## src/rtl/intr_pkg.sv

```systemverilog
// Shared constants and types for the interrupt priority arbiter.
package intr_pkg;

  // APB register map
  localparam logic [7:0] ADDR_IRQ_EN   = 8'h00;
  localparam logic [7:0] ADDR_INT_EN   = 8'h01;
  localparam logic [7:0] ADDR_IRQ_PEND = 8'h02;
  localparam logic [7:0] ADDR_INT_PEND = 8'h03;
  localparam logic [7:0] ADDR_VECTOR   = 8'h04;
  localparam logic [7:0] ADDR_STATUS   = 8'h05;

  // Interrupt vectors
  localparam logic [7:0] VEC_NMI      = 8'h20;
  localparam logic [7:0] VEC_IRQ_BASE = 8'h10;
  localparam logic [7:0] VEC_INT_BASE = 8'h00;
  localparam logic [7:0] VEC_NONE     = 8'hFF;

  typedef enum logic [1:0] {IDLE, REQ, SERVICE} state_e;

endpackage

```

## src/rtl/intr_prio_enc.sv

```systemverilog
// Fixed-priority encoder: NMI > IRQ[7..0] > Int_IRQ[7..0].
module intr_prio_enc
  import intr_pkg::*;
(
  input  logic       nmi,
  input  logic [7:0] irq,
  input  logic [7:0] int_irq,
  output logic       valid,
  output logic [7:0] vec
);

  // Lowest priority first so higher-priority hits overwrite the result.
  always_comb begin
    valid = 1'b0;
    vec   = VEC_NONE;
    for (int i = 0; i < 8; i++) begin
      if (int_irq[i]) begin
        valid = 1'b1;
        vec   = VEC_INT_BASE + 8'(i);
      end
    end
    for (int i = 0; i < 8; i++) begin
      if (irq[i]) begin
        valid = 1'b1;
        vec   = VEC_IRQ_BASE + 8'(i);
      end
    end
    if (nmi) begin
      valid = 1'b1;
      vec   = VEC_NMI;
    end
  end

endmodule

```

## src/rtl/intr_priority_arbiter.sv

```systemverilog
// Interrupt priority arbiter with APB configuration and CPU ack/eoi handshake.
module intr_priority_arbiter
  import intr_pkg::*;
(
  input  logic       pclk,
  input  logic       preset_n,
  input  logic       psel,
  input  logic       penable,
  input  logic       pwrite,
  input  logic [7:0] paddr,
  input  logic [7:0] pwdata,
  output logic [7:0] prdata,
  output logic       pready,
  output logic       pslverr,
  input  logic       NMI,
  input  logic [7:0] IRQ,
  input  logic [7:0] Int_IRQ,
  input  logic       i_bit,
  input  logic       int_ack,
  input  logic       int_eoi,
  output logic       int_req,
  output logic [7:0] int_vec,
  output logic       I_flag,
  output logic       UI_flag
);

  logic [7:0] irq_en_q, int_en_q, irq_pend_q, int_pend_q, irq_prev_q, int_prev_q;
  logic       nmi_pend_q, nmi_prev_q;
  logic [7:0] irq_pend_d, int_pend_d;
  logic       nmi_pend_d;
  state_e     state_q, state_d;
  logic [7:0] vec_q, vec_d;

  logic       access, apb_err, apb_wr;
  logic [7:0] irq_rise, int_rise;
  logic       nmi_rise;
  logic       ack_fire;
  logic       nmi_ack_clr;
  logic [7:0] irq_ack_clr, int_ack_clr, irq_w1c, int_w1c;
  logic [7:0] irq_elig, int_elig;
  logic       enc_valid;
  logic [7:0] enc_vec;
  logic [7:0] rdata;

  assign pready  = 1'b1;
  assign access  = psel & penable;
  assign apb_err = access & ((paddr > ADDR_STATUS) |
                             (pwrite & ((paddr == ADDR_VECTOR) | (paddr == ADDR_STATUS))));
  assign apb_wr  = access & pwrite & ~apb_err;

  assign irq_rise = IRQ & ~irq_prev_q;
  assign int_rise = Int_IRQ & ~int_prev_q;
  assign nmi_rise = NMI & ~nmi_prev_q;

  assign irq_elig = irq_pend_q & irq_en_q & {8{~i_bit}};
  assign int_elig = int_pend_q & int_en_q & {8{~i_bit}};

  intr_prio_enc u_enc (
    .nmi     (nmi_pend_q),
    .irq     (irq_elig),
    .int_irq (int_elig),
    .valid   (enc_valid),
    .vec     (enc_vec)
  );

  // Pending-bit update: W1C and ack-clear first, then new edges win.
  always_comb begin
    ack_fire    = (state_q == REQ) & int_ack;
    nmi_ack_clr = ack_fire & (vec_q == VEC_NMI);
    irq_ack_clr = 8'h00;
    int_ack_clr = 8'h00;
    if (ack_fire && vec_q[7:3] == VEC_IRQ_BASE[7:3]) irq_ack_clr = 8'h01 << vec_q[2:0];
    if (ack_fire && vec_q[7:3] == VEC_INT_BASE[7:3]) int_ack_clr = 8'h01 << vec_q[2:0];
    irq_w1c    = (apb_wr && paddr == ADDR_IRQ_PEND) ? pwdata : 8'h00;
    int_w1c    = (apb_wr && paddr == ADDR_INT_PEND) ? pwdata : 8'h00;
    irq_pend_d = (irq_pend_q & ~irq_w1c & ~irq_ack_clr) | irq_rise;
    int_pend_d = (int_pend_q & ~int_w1c & ~int_ack_clr) | int_rise;
    nmi_pend_d = (nmi_pend_q & ~nmi_ack_clr) | nmi_rise;
  end

  // FSM next state; the vector is latched once on entry to REQ and held.
  always_comb begin
    state_d = state_q;
    vec_d   = vec_q;
    case (state_q)
      IDLE: begin
        if (enc_valid) begin
          state_d = REQ;
          vec_d   = enc_vec;
        end
      end
      REQ:     if (int_ack) state_d = SERVICE;
      SERVICE: if (int_eoi) state_d = IDLE;
      default: state_d = IDLE;
    endcase
  end

  // State, edge history, pending and enable registers.
  always_ff @(posedge pclk or negedge preset_n) begin
    if (!preset_n) begin
      state_q    <= IDLE;
      vec_q      <= 8'h00;
      irq_en_q   <= 8'h00;
      int_en_q   <= 8'h00;
      irq_pend_q <= 8'h00;
      int_pend_q <= 8'h00;
      nmi_pend_q <= 1'b0;
      irq_prev_q <= 8'h00;
      int_prev_q <= 8'h00;
      nmi_prev_q <= 1'b0;
    end else begin
      state_q    <= state_d;
      vec_q      <= vec_d;
      irq_pend_q <= irq_pend_d;
      int_pend_q <= int_pend_d;
      nmi_pend_q <= nmi_pend_d;
      irq_prev_q <= IRQ;
      int_prev_q <= Int_IRQ;
      nmi_prev_q <= NMI;
      if (apb_wr && paddr == ADDR_IRQ_EN) irq_en_q <= pwdata;
      if (apb_wr && paddr == ADDR_INT_EN) int_en_q <= pwdata;
    end
  end

  // CPU-facing outputs and flags.
  always_comb begin
    int_req = (state_q == REQ);
    I_flag  = (state_q == SERVICE);
    int_vec = (state_q == IDLE) ? 8'h00 : vec_q;
    UI_flag = i_bit & |((irq_pend_q & irq_en_q) | (int_pend_q & int_en_q));
  end

  // APB read mux; data only driven during a legal read access phase.
  always_comb begin
    case (paddr)
      ADDR_IRQ_EN:   rdata = irq_en_q;
      ADDR_INT_EN:   rdata = int_en_q;
      ADDR_IRQ_PEND: rdata = irq_pend_q;
      ADDR_INT_PEND: rdata = int_pend_q;
      ADDR_VECTOR:   rdata = (state_q == IDLE) ? VEC_NONE : vec_q;
      ADDR_STATUS:   rdata = {5'b0, nmi_pend_q,
                              (state_q == SERVICE) && (vec_q == VEC_NMI),
                              state_q != IDLE};
      default:       rdata = 8'h00;
    endcase
    prdata  = (access & ~pwrite & ~apb_err) ? rdata : 8'h00;
    pslverr = apb_err;
  end

endmodule
```

## config.mk

```make
export PLATFORM = sky130hd
export DESIGN_NAME = intr_priority_arbiter
export DESIGN_NICKNAME = d
export VERILOG_FILES = /design/src/rtl/intr_pkg.sv /design/src/rtl/intr_prio_enc.sv /design/src/rtl/intr_priority_arbiter.sv
export SDC_FILE = /design/constraint.sdc
export NUM_CORES = 1
export LEC_CHECK = 0
export CORE_UTILIZATION = 52
export CTS_CLUSTER_SIZE = 12
export DETAILED_ROUTE_END_ITERATION = 10
export PLACE_DENSITY = 0.82
export SLEW_MARGIN = 30
export SYNTH_ARGS = -nofsm -noshare
export SYNTH_HDL_FRONTEND = slang
export SYNTH_SLANG_ARGS = --single-unit
```

## constraint.sdc

```tcl
create_clock -name pclk -period 2.53 [get_ports pclk]
set_clock_uncertainty 0.15 [all_clocks]
set_input_delay 0.253 -clock pclk [delete_from_list [all_inputs] [get_ports pclk]]
set_output_delay 0.253 -clock pclk [all_outputs]
set_load 0.01 [all_outputs]
```

==> results.cfg, run 1 <==
[floorplanning]
die_w_um = 78.9
pin_count = 62
dieArea_sq_um = 6230
initial_utilization_pct = 54.9
core_area_sq_um = 5610
fp.dieH_um = 78.9
rows = 27

[place]
place_congestion = 0.982
port-buffer-count = 60
placed_area_sq_um = 4060
hpwl_um = 7580
post-place-ws_ns = -0.629

[clock_network]
insertion_delay_ns = 0.35
cts-root-buf = clkbuf_8
clockBufferDepth = 2
cts_buffers = 9
tritoncts = yes
clk_pin_slew_ns = 0.07
htree_num_levels = 3
cts_num_sinks = 58

[power]
p_leak_nw = 1.96
p_seq_share_pct = 43.6
comb_power_share_pct = 19.7
vdd_drop_max_v = 0.000516
p_total_mw = 2.34
p_switching_mw = 0.693
power_frac_clock_pct = 36.8
intPower_mw = 1.65
p_per_area_nw_per_um2 = 535
switching_share_pct = 29.6

[routing]
drt_iter0_drc = 317
wirelength_um = 10600
wl_met3_um = 940
post_drt_wl_per_cell_um = 21.0
top_layer = met4
wl_met2_um = 4930
vias_per_cell = 6.24
num_vias = 3143
drt-met1-wl_um = 4300
dr.pass1.iters = 5
ant_nets = 0
drc_errors = 0

[setup_path]
cp-start-kind = flop
endpoint_kind = primary output
crit_buf_inv = 1
cp_data_arrival_time_ns = 2.06
worstPathRequired_ns = 2.13
worstPathCellList = a22oi_2 > nand4_1 > o21a_1 > clkdlybuf4s50_1
crit_family = compound AO/OA/AOI/OAI gates
critical_path_class = flop to primary output
cp_slowest_cell = clkdlybuf4s50_1
max_stage_delay_ns = 0.47
worst-path-max-fanout = 5

[global_routing]
grt_first_pass_wirelength_um = 16100
antenna_found_initial = 0
grtUsageTotal_pct = 35.8
grt_max_degree = 30
overflow = 0
grt_pass1_vias = 3074

[sta]
hold_viol = 0
report.final.slew_viol_count = 0
fmax_mhz = 407
worst_slack_ns = 0.0719
period_minus_slack_ns = 2.46
finalSetupViolCount = 0
holdWs_ns = 0.164
rsz0062_at_grt = no
timing.final.crit_share_pct = 97.2

[finish]
nets = 468
n_antenna_cell = 0
fin_area_sq_um = 4380
mostFrequentLayoutCell = dfrtp_1
area_delta_synth_final_pct = 42.4
mostFrequentLayoutCells = dfrtp_1 (58), buf_4 (53), clkdlybuf4s50_1 (47)
drive_gt1_share_pct = 29.2
n_fill_cell = 379

[yosys]
synth_edf_count = 0
synthTopCellsByArea = dfrtp_1 (47%), mux2_2 (6.2%), o21ai_0 (4.4%)
seq_area_frac_synth_pct = 47.2
post_synth_instance_area_sq_um = 3080
yosys_register_bits = 58
synth_flop_cell = dfrtp_1
yosys.area.top_type = dfrtp_1
synth_cell_type_count = 54
synth-warning-count = 0
async_flop_share_pct = 100
syn_avg_cell_area_sq_um = 9.83
syn-num-nets = 354
synthCells = 313
synth_top_area_share_pct = 47.2

[outcome]
outcome = complete, no violations

[min_path]
hold_path_class = primary input to asynchronous set/reset pin

[flow_run]
drv_cap = 0
worst paths after layout:
path	from	endpoint	slack, ns	depth (start not counted)
setup / recovery	irq_en_q[4]$_DFFE_PN0P_	UI_flag	0.07	4
hold / removal	preset_n	int_prev_q[1]$_DFF_PN0_	0.16	2
hold reg to reg	int_prev_q[2]$_DFF_PN0_	int_pend_q[2]$_DFF_PN0_	0.28	1
max in group asynchronous	preset_n	irq_en_q[5]$_DFFE_PN0P_	1.42	3
setup reg to reg	int_en_q[2]$_DFFE_PN0P_	vec_q[2]$_DFFE_PN0P_	0.36	6
min in group pclk	Int_IRQ[7]	int_prev_q[7]$_DFF_PN0_	0.22	1
kinds of logic (layout without fill, tap and decap cells):
group / Yosys count / after routing / synth area share [%]
other: 1 / 1 / 0.122
AOI/OAI and AO/OA: 102 / 102 / 22.6
DFF: 58 / 58 / 47.2
and+or+nand+nor: 94 / 94 / 17.7
muxes: 20 / 20 / 7.20
buffers and inverters: 38 / 157 / 5.16
synth_stat cells, types with 2 or more instances:
cell,number
dfrtp_1,58
nand2_1,32
o21ai_0,27
inv_1,24
mux2_2,17
a22oi_1,14
nand2b_1,11
nor2b_1,10
o22ai_1,9
a21oi_1,8
a31oi_1,8
a32o_1,6
and3_1,6
clkbuf_1,6
nand3_1,6
a21o_1,5
nor2_1,5
a32oi_1,4
a31o_2,3
buf_2,3
buf_4,3
mux2i_1,3
nand4_1,3
nor3_1,3
o21bai_1,3
a22o_1,2
a311oi_1,2
and2_1,2
nand3_2,2
nor4_1,2
o31ai_1,2
or3_1,2
layer usage:
layer  track usage [%]  vias to the layer above
li1                  -                     1393
met1              46.5                     1535
met2              56.3                      169
met3              10.2                       46
met4              14.7                        0
met5                 0                        -
registers in the layout, summed over array words and instances, names as in the netlist:
| register | flops |
|---|---|
| irq_en_q | 8 |
| nmi_pend_q | 1 |
| vec_q | 6 |
| int_pend_q | 8 |
| int_en_q | 8 |
| state_q | 2 |
| irq_prev_q | 8 |
| int_prev_q | 8 |
| nmi_prev_q | 1 |
| irq_pend_q | 8 |
metrics by stage:
step                utilization, %  cells  setup TNS, ns
floorplan                        -    313              0
global placement              72.3    479          -9.17
detailed placement            72.3    479         -11.43
CTS                           77.2    503              0
global route                  78.1    504              0
finish                        78.1    504              0
repair_timing:
action                                  in CTS  in global routing
pin swaps                                    8                  9
hold buffers                                 1                  0
setup buffers                                6                  2
endpoints found under the setup margin      10                  6
endpoints found under the hold margin       43                  0
gates resized for setup                     51                 11
cloned                                       1                  0
power groups by stage:
stage	registers (mW)	clock network [mW]	logic, mW
2_1_floorplan	1.00	0	0.223
4_1_cts	1.02	0.873	0.455
5_1_grt	1.03	0.907	0.499
3_5_place_dp	1.03	0	0.449
6_report	1.02	0.861	0.461
3_3_place_gp	1.03	0	0.444
area by class of cell:
class                           instances  area (sq um)  share of cell area [%]
Inverter                               24          90.1                    2.06
Clock inverter                          6          66.3                    1.51
Tap cell                               72          90.1                    2.06
Clock buffer                           10           128                    2.91
Multi-Input combinational cell        217          1560                    35.7
Sequential cell                        58          1450                    33.1
Timing Repair Buffer                  117           992                    22.6
No activity file was read; power rests on OpenSTA's default activity.
==> run 2, diff against run 1 <==
- clock period: 2.53 -> 2.8 ns (I/O delays scaled with it)
==> run 2 against run 1 <==
Against the previous run: wire length fell by 4.2%; worst hold slack improved by 0.099 ns; sequential share of layout area rose by 1.2 points; largest power group unchanged; power fell by 10%; register-to-register slack improved by 0.24 ns; sequential power fell by 9.6%; largest cell class unchanged; sequential cell count did not move; combinational power fell by 11%; worst setup slack improved by 0.032 ns.
==> results.cfg, run 2 (synthesis gave the netlist of run 1 again) <==
[power]
comb_power_share_pct = 19.6
p_leak_nw = 1.89
intPower_mw = 1.51
power_frac_clock_pct = 36.5
p_seq_share_pct = 43.8
switching_share_pct = 28.3
vdd_drop_max_v = 0.000400
p_switching_mw = 0.594
p_per_area_nw_per_um2 = 498

[place]
place_congestion = 0.933
port-buffer-count = 60
hpwl_um = 7240
place_inst = 462

[global_routing]
antenna_found_initial = 0
overflow = 0
grtUsageMet2_pct = 54.7
grtUsageTotal_pct = 34.9
grt_first_pass_wirelength_um = 15800
grtUsageMet1_pct = 46.5
grtUsageMet3_pct = 7.59
grt_pass1_vias = 2981
top_usage_layer = met2
grt_max_degree = 34

[finish]
nets = 447
layout.cells.non_filler = 483
mostFrequentLayoutCell = dfrtp_1
mostFrequentLayoutCells = dfrtp_1 (58), clkdlybuf4s50_1 (48), nand2_1 (32)
n_antenna_cell = 0
final_util_pct = 75.3
area_delta_synth_final_pct = 37.2
drive_gt1_share_pct = 22.4
n_fill_cell = 399

[sta]
worst_slew_pin_slew_ns = 0.505
holdWs_ns = 0.263
fmax_mhz = 371
report.final.slew_viol_count = 0
hold_viol = 0
slew_headroom_pct = 65.9
timing.final.crit_share_pct = 96.3
setup_tns_ns = 0
rsz0062_at_grt = no
period_minus_slack_ns = 2.70
finalSetupViolCount = 0

[routing]
wirelength_um = 10100
num_vias = 3019
post_drt_wl_per_cell_um = 21.0
drc_errors = 0
dr.pass1.iters = 6
ant_nets = 0
drt_iter0_drc = 313
vias_per_cell = 6.25

[clock_network]
cts_buffers = 9
insertion_delay_ns = 0.33
tritoncts = yes
clockBufferDepth = 2
clk_pin_slew_ns = 0.07
cts-root-buf = clkbuf_8
htree_num_levels = 3
cts_num_sinks = 58

[flow_run]
drv_cap = 0

[setup_path]
cp-start-kind = primary input
worstPathRequired_ns = 2.37
endpoint_kind = primary output
worst-path-max-fanout = 5
cp_data_arrival_time_ns = 2.27
critical_path_class = primary input to primary output

[min_path]
hold_path_class = primary input to flop

[floorplanning]
core_area_sq_um = 5610
rows = 27
die_w_um = 78.9
dieArea_sq_um = 6230
initial_utilization_pct = 54.9
pin_count = 62
fp.dieH_um = 78.9

[outcome]
outcome = complete, no violations
run 2: layer usage:
layer | share of wire (%) | wire length, um
met4 | 3.0 | 309
met3 | 7.6 | 773
met5 | 0 | 0
met1 | 42 | 4210
met2 | 48 | 4850
run 2: final timing paths:
check | start | end | slack (ns) | depth (start not counted)
max | paddr[3] | prdata[0] | 0.10 | 8
min | IRQ[3] | irq_prev_q[3]$_DFF_PN0_ | 0.26 | 1
max reg2reg | state_q[1]$_DFFE_PN0P_ | irq_pend_q[1]$_DFF_PN0_ | 0.60 | 5
min reg2reg | nmi_prev_q$_DFF_PN0_ | nmi_pend_q$_DFF_PN0_ | 0.27 | 1
max in group asynchronous | preset_n | int_en_q[4]$_DFFE_PN0P_ | 1.81 | 3
min in group asynchronous | preset_n | state_q[0]$_DFFE_PN0P_ | 0.34 | 3
run 2: cell type report:
type	count	area (sq um)	share of cell area, %
inverters	24	90.1	2.13
clock inverters	5	53.8	1.27
clock buffers	11	141	3.35
flip-flops and latches	58	1450	34.4
multi-input cells	217	1530	36.2
well taps	72	90.1	2.13
repair buffers	96	866	20.5
run 2: power by group through the flow:
stage / registers, mW / clock network, mW / logic (mW)
after floorplan: 0.904 / 0 / 0.202
after global placement: 0.933 / 0 / 0.391
after detailed placement: 0.935 / 0 / 0.397
after CTS: 0.920 / 0.781 / 0.407
after global routing: 0.928 / 0.812 / 0.448
final: 0.922 / 0.768 / 0.412
run 2: what timing repair did:
action,in CTS,in global routing
gates cloned,1,0
endpoints found under the setup margin,8,9
hold buffers,1,0
hold endpoints to repair,58,0
resized for setup,30,13
pin swaps,4,7
setup buffers,3,1
run 2: through the flow:
step	cell area, sq um	total power [mW]	setup slack (ns)
floorplan	3080	1.11	0.525
global placement	3930	1.32	-0.360
detailed placement	3930	1.33	-0.378
CTS	4190	2.11	0.0100
global route	4220	2.19	0.0158
finish	4220	2.10	0.104
run 2: worst max-delay path: stages:
cell,delay [ns]
clkdlybuf4s50_1,0.43
or4_4,0.50
nor4_4,0.28
buf_4,0.19
buf_6,0.11
a22oi_1,0.07
a31oi_1,0.22
buf_2,0.17
==> run 3, diff against run 2 <==
- ABC_CLOCK_PERIOD_IN_PS: unset -> 2800
- MAX_ROUTING_LAYER: unset -> met4
==> run 3 against run 2 <==
Against the previous run: global-route usage about the same; cell count down 0.62%; worst setup slack worse by 0.0055 ns; clock power up 12%; power up 4.3%; wire length down 2.3%; core utilization down 0.40 points; worst hold slack worse by 0.0056 ns; critical path type unchanged; largest power group unchanged; highest routed layer unchanged.
==> results.cfg, run 3 (synthesis gave the netlist of run 1 again) <==
[global_routing]
overflow = 0
grt_pass1_vias = 2857
grt_first_pass_wirelength_um = 15300
grtUsageTotal_pct = 35.0
antenna_found_initial = 0
grt_max_degree = 59

[finish]
layout.cells.non_filler = 480
n_antenna_cell = 0
n_fill_cell = 426
mostFrequentLayoutCell = dfrtp_1
nets = 445
mostFrequentLayoutCells = dfrtp_1 (58), clkdlybuf4s50_1 (51), nand2_1 (32)
area_delta_synth_final_pct = 36.5
drive_gt1_share_pct = 21.1

[clock_network]
cts_num_sinks = 58
clk_pin_slew_ns = 0.07
tritoncts = yes
insertion_delay_ns = 0.33
htree_num_levels = 3
clockBufferDepth = 2
cts-root-buf = clkbuf_8
cts_buffers = 9

[floorplanning]
rows = 27
fp.dieH_um = 78.9
die_w_um = 78.9
initial_utilization_pct = 54.9
pin_count = 62
core_area_sq_um = 5610
dieArea_sq_um = 6230

[setup_path]
cp-start-kind = primary input
cp_data_arrival_time_ns = 2.27
worstPathRequired_ns = 2.37
endpoint_kind = primary output
worst-path-max-fanout = 8
critical_path_class = primary input to primary output

[power]
switching_share_pct = 27.3
intPower_mw = 1.59
p_per_area_nw_per_um2 = 522
p_leak_nw = 1.86
vdd_drop_max_v = 0.000338
p_seq_share_pct = 42.1
comb_power_share_pct = 18.7
p_switching_mw = 0.598
power_frac_clock_pct = 39.2

[routing]
ant_nets = 0
wl_met2_um = 4550
top_layer = met4
vias_per_cell = 6.34
post_drt_wl_per_cell_um = 20.6
drc_errors = 0
drt-met1-wl_um = 4160
wl_met3_um = 946
dr.pass1.iters = 5
num_vias = 3043
wirelength_um = 9900
drt_iter0_drc = 314

[place]
place_congestion = 0.975
hpwl_um = 7190
port-buffer-count = 60
place_inst = 461
post-place-ws_ns = -0.401

[sta]
report.final.slew_viol_count = 0
slew_headroom_pct = 50.5
worst_slew_pin_slew_ns = 0.742
timing.final.crit_share_pct = 96.5
finalSetupViolCount = 0
period_minus_slack_ns = 2.70
hold_viol = 0
fmax_mhz = 370
holdWs_ns = 0.257
worst_slack_ns = 0.0982

[flow_run]
drv_cap = 0

[min_path]
hold_path_class = primary input to flop

[outcome]
outcome = complete, no violations
## run 3: cell count changes in the layout (fill, tap and decap cells not counted), sizes merged
cell,delta
dlygate4sd2,+2
buf,-4
clkdlybuf4s50,+3
bufinv,+1
clkdlybuf4s15,-2
clkbuf,+1
clkinv,-1
dlymetal6s2s,-3
## run 3: power by group through the flow
stage | Combinational, mW | Clock [mW] | Sequential, mW
global route | 0.446 | 0.904 | 0.928
finish | 0.410 | 0.859 | 0.923
floorplan | 0.202 | 0 | 0.904
CTS | 0.406 | 0.865 | 0.920
global placement | 0.392 | 0 | 0.933
detailed placement | 0.397 | 0 | 0.936
## run 3: layer usage
| layer | up-vias | track usage [%] |
|---|---|---|
| li1 | 1348 | - |
| met1 | 1495 | 46.8 |
| met2 | 174 | 51.6 |
| met3 | 26 | 7.13 |
| met4 | 0 | 15.6 |
| met5 | - | - |
## run 3: area by class of cell
| class | count | area (sq um) | share of cell area [%] |
|---|---|---|---|
| Clock inverter | 5 | 78.8 | 1.88 |
| Timing Repair Buffer | 94 | 838 | 20.0 |
| Tap cell | 72 | 90.1 | 2.14 |
| Multi-Input combinational cell | 217 | 1510 | 36.0 |
| Inverter | 24 | 90.1 | 2.14 |
| Sequential cell | 58 | 1450 | 34.6 |
| Clock buffer | 10 | 138 | 3.28 |
## run 3: path summary, 6_finish.rpt
kind                                          from                 endpoint  slack (ns)  cells past startpoint
min in group asynchronous                 preset_n  irq_prev_q[1]$_DFF_PN0_        0.48                      3
setup reg to reg            state_q[1]$_DFFE_PN0P_  irq_pend_q[1]$_DFF_PN0_        0.58                      5
hold / removal                              IRQ[4]  irq_prev_q[4]$_DFF_PN0_        0.26                      1
hold reg to reg            int_prev_q[6]$_DFF_PN0_  int_pend_q[6]$_DFF_PN0_        0.27                      1
max in group asynchronous                 preset_n  int_prev_q[5]$_DFF_PN0_        1.52                      3
setup / recovery                          paddr[7]                prdata[3]         0.1                      7
## run 3: timing repair
item                                    in CTS  in global routing
endpoints found under the setup margin       8                  7
gates resized for setup                     19                 12
hold buffers                                 1                  0
pin swaps                                    2                  3
buffers inserted                             2                  0
gates cloned                                 1                  0
endpoints found under the hold margin       58                  0
## run 3: critical path, stage by stage
cell             delay [ns]
clkdlybuf4s50_1        0.40
or4_4                  0.61
nor4b_4                0.30
buf_6                  0.18
a22oi_1                0.08
a21oi_1                0.15
dlygate4sd2_1          0.28
## run 3: metrics by stage
stage | setup TNS [ns] | power [mW] | instance area (sq um) | utilization, %
floorplan | 0 | 1.11 | 3080 | -
global placement | -5.41 | 1.33 | 3920 | 69.9
detailed placement | -6.03 | 1.33 | 3920 | 69.9
CTS | 0 | 2.19 | 4200 | 74.9
global route | -0.00249 | 2.28 | 4200 | 74.9
finish | 0 | 2.19 | 4200 | 74.9
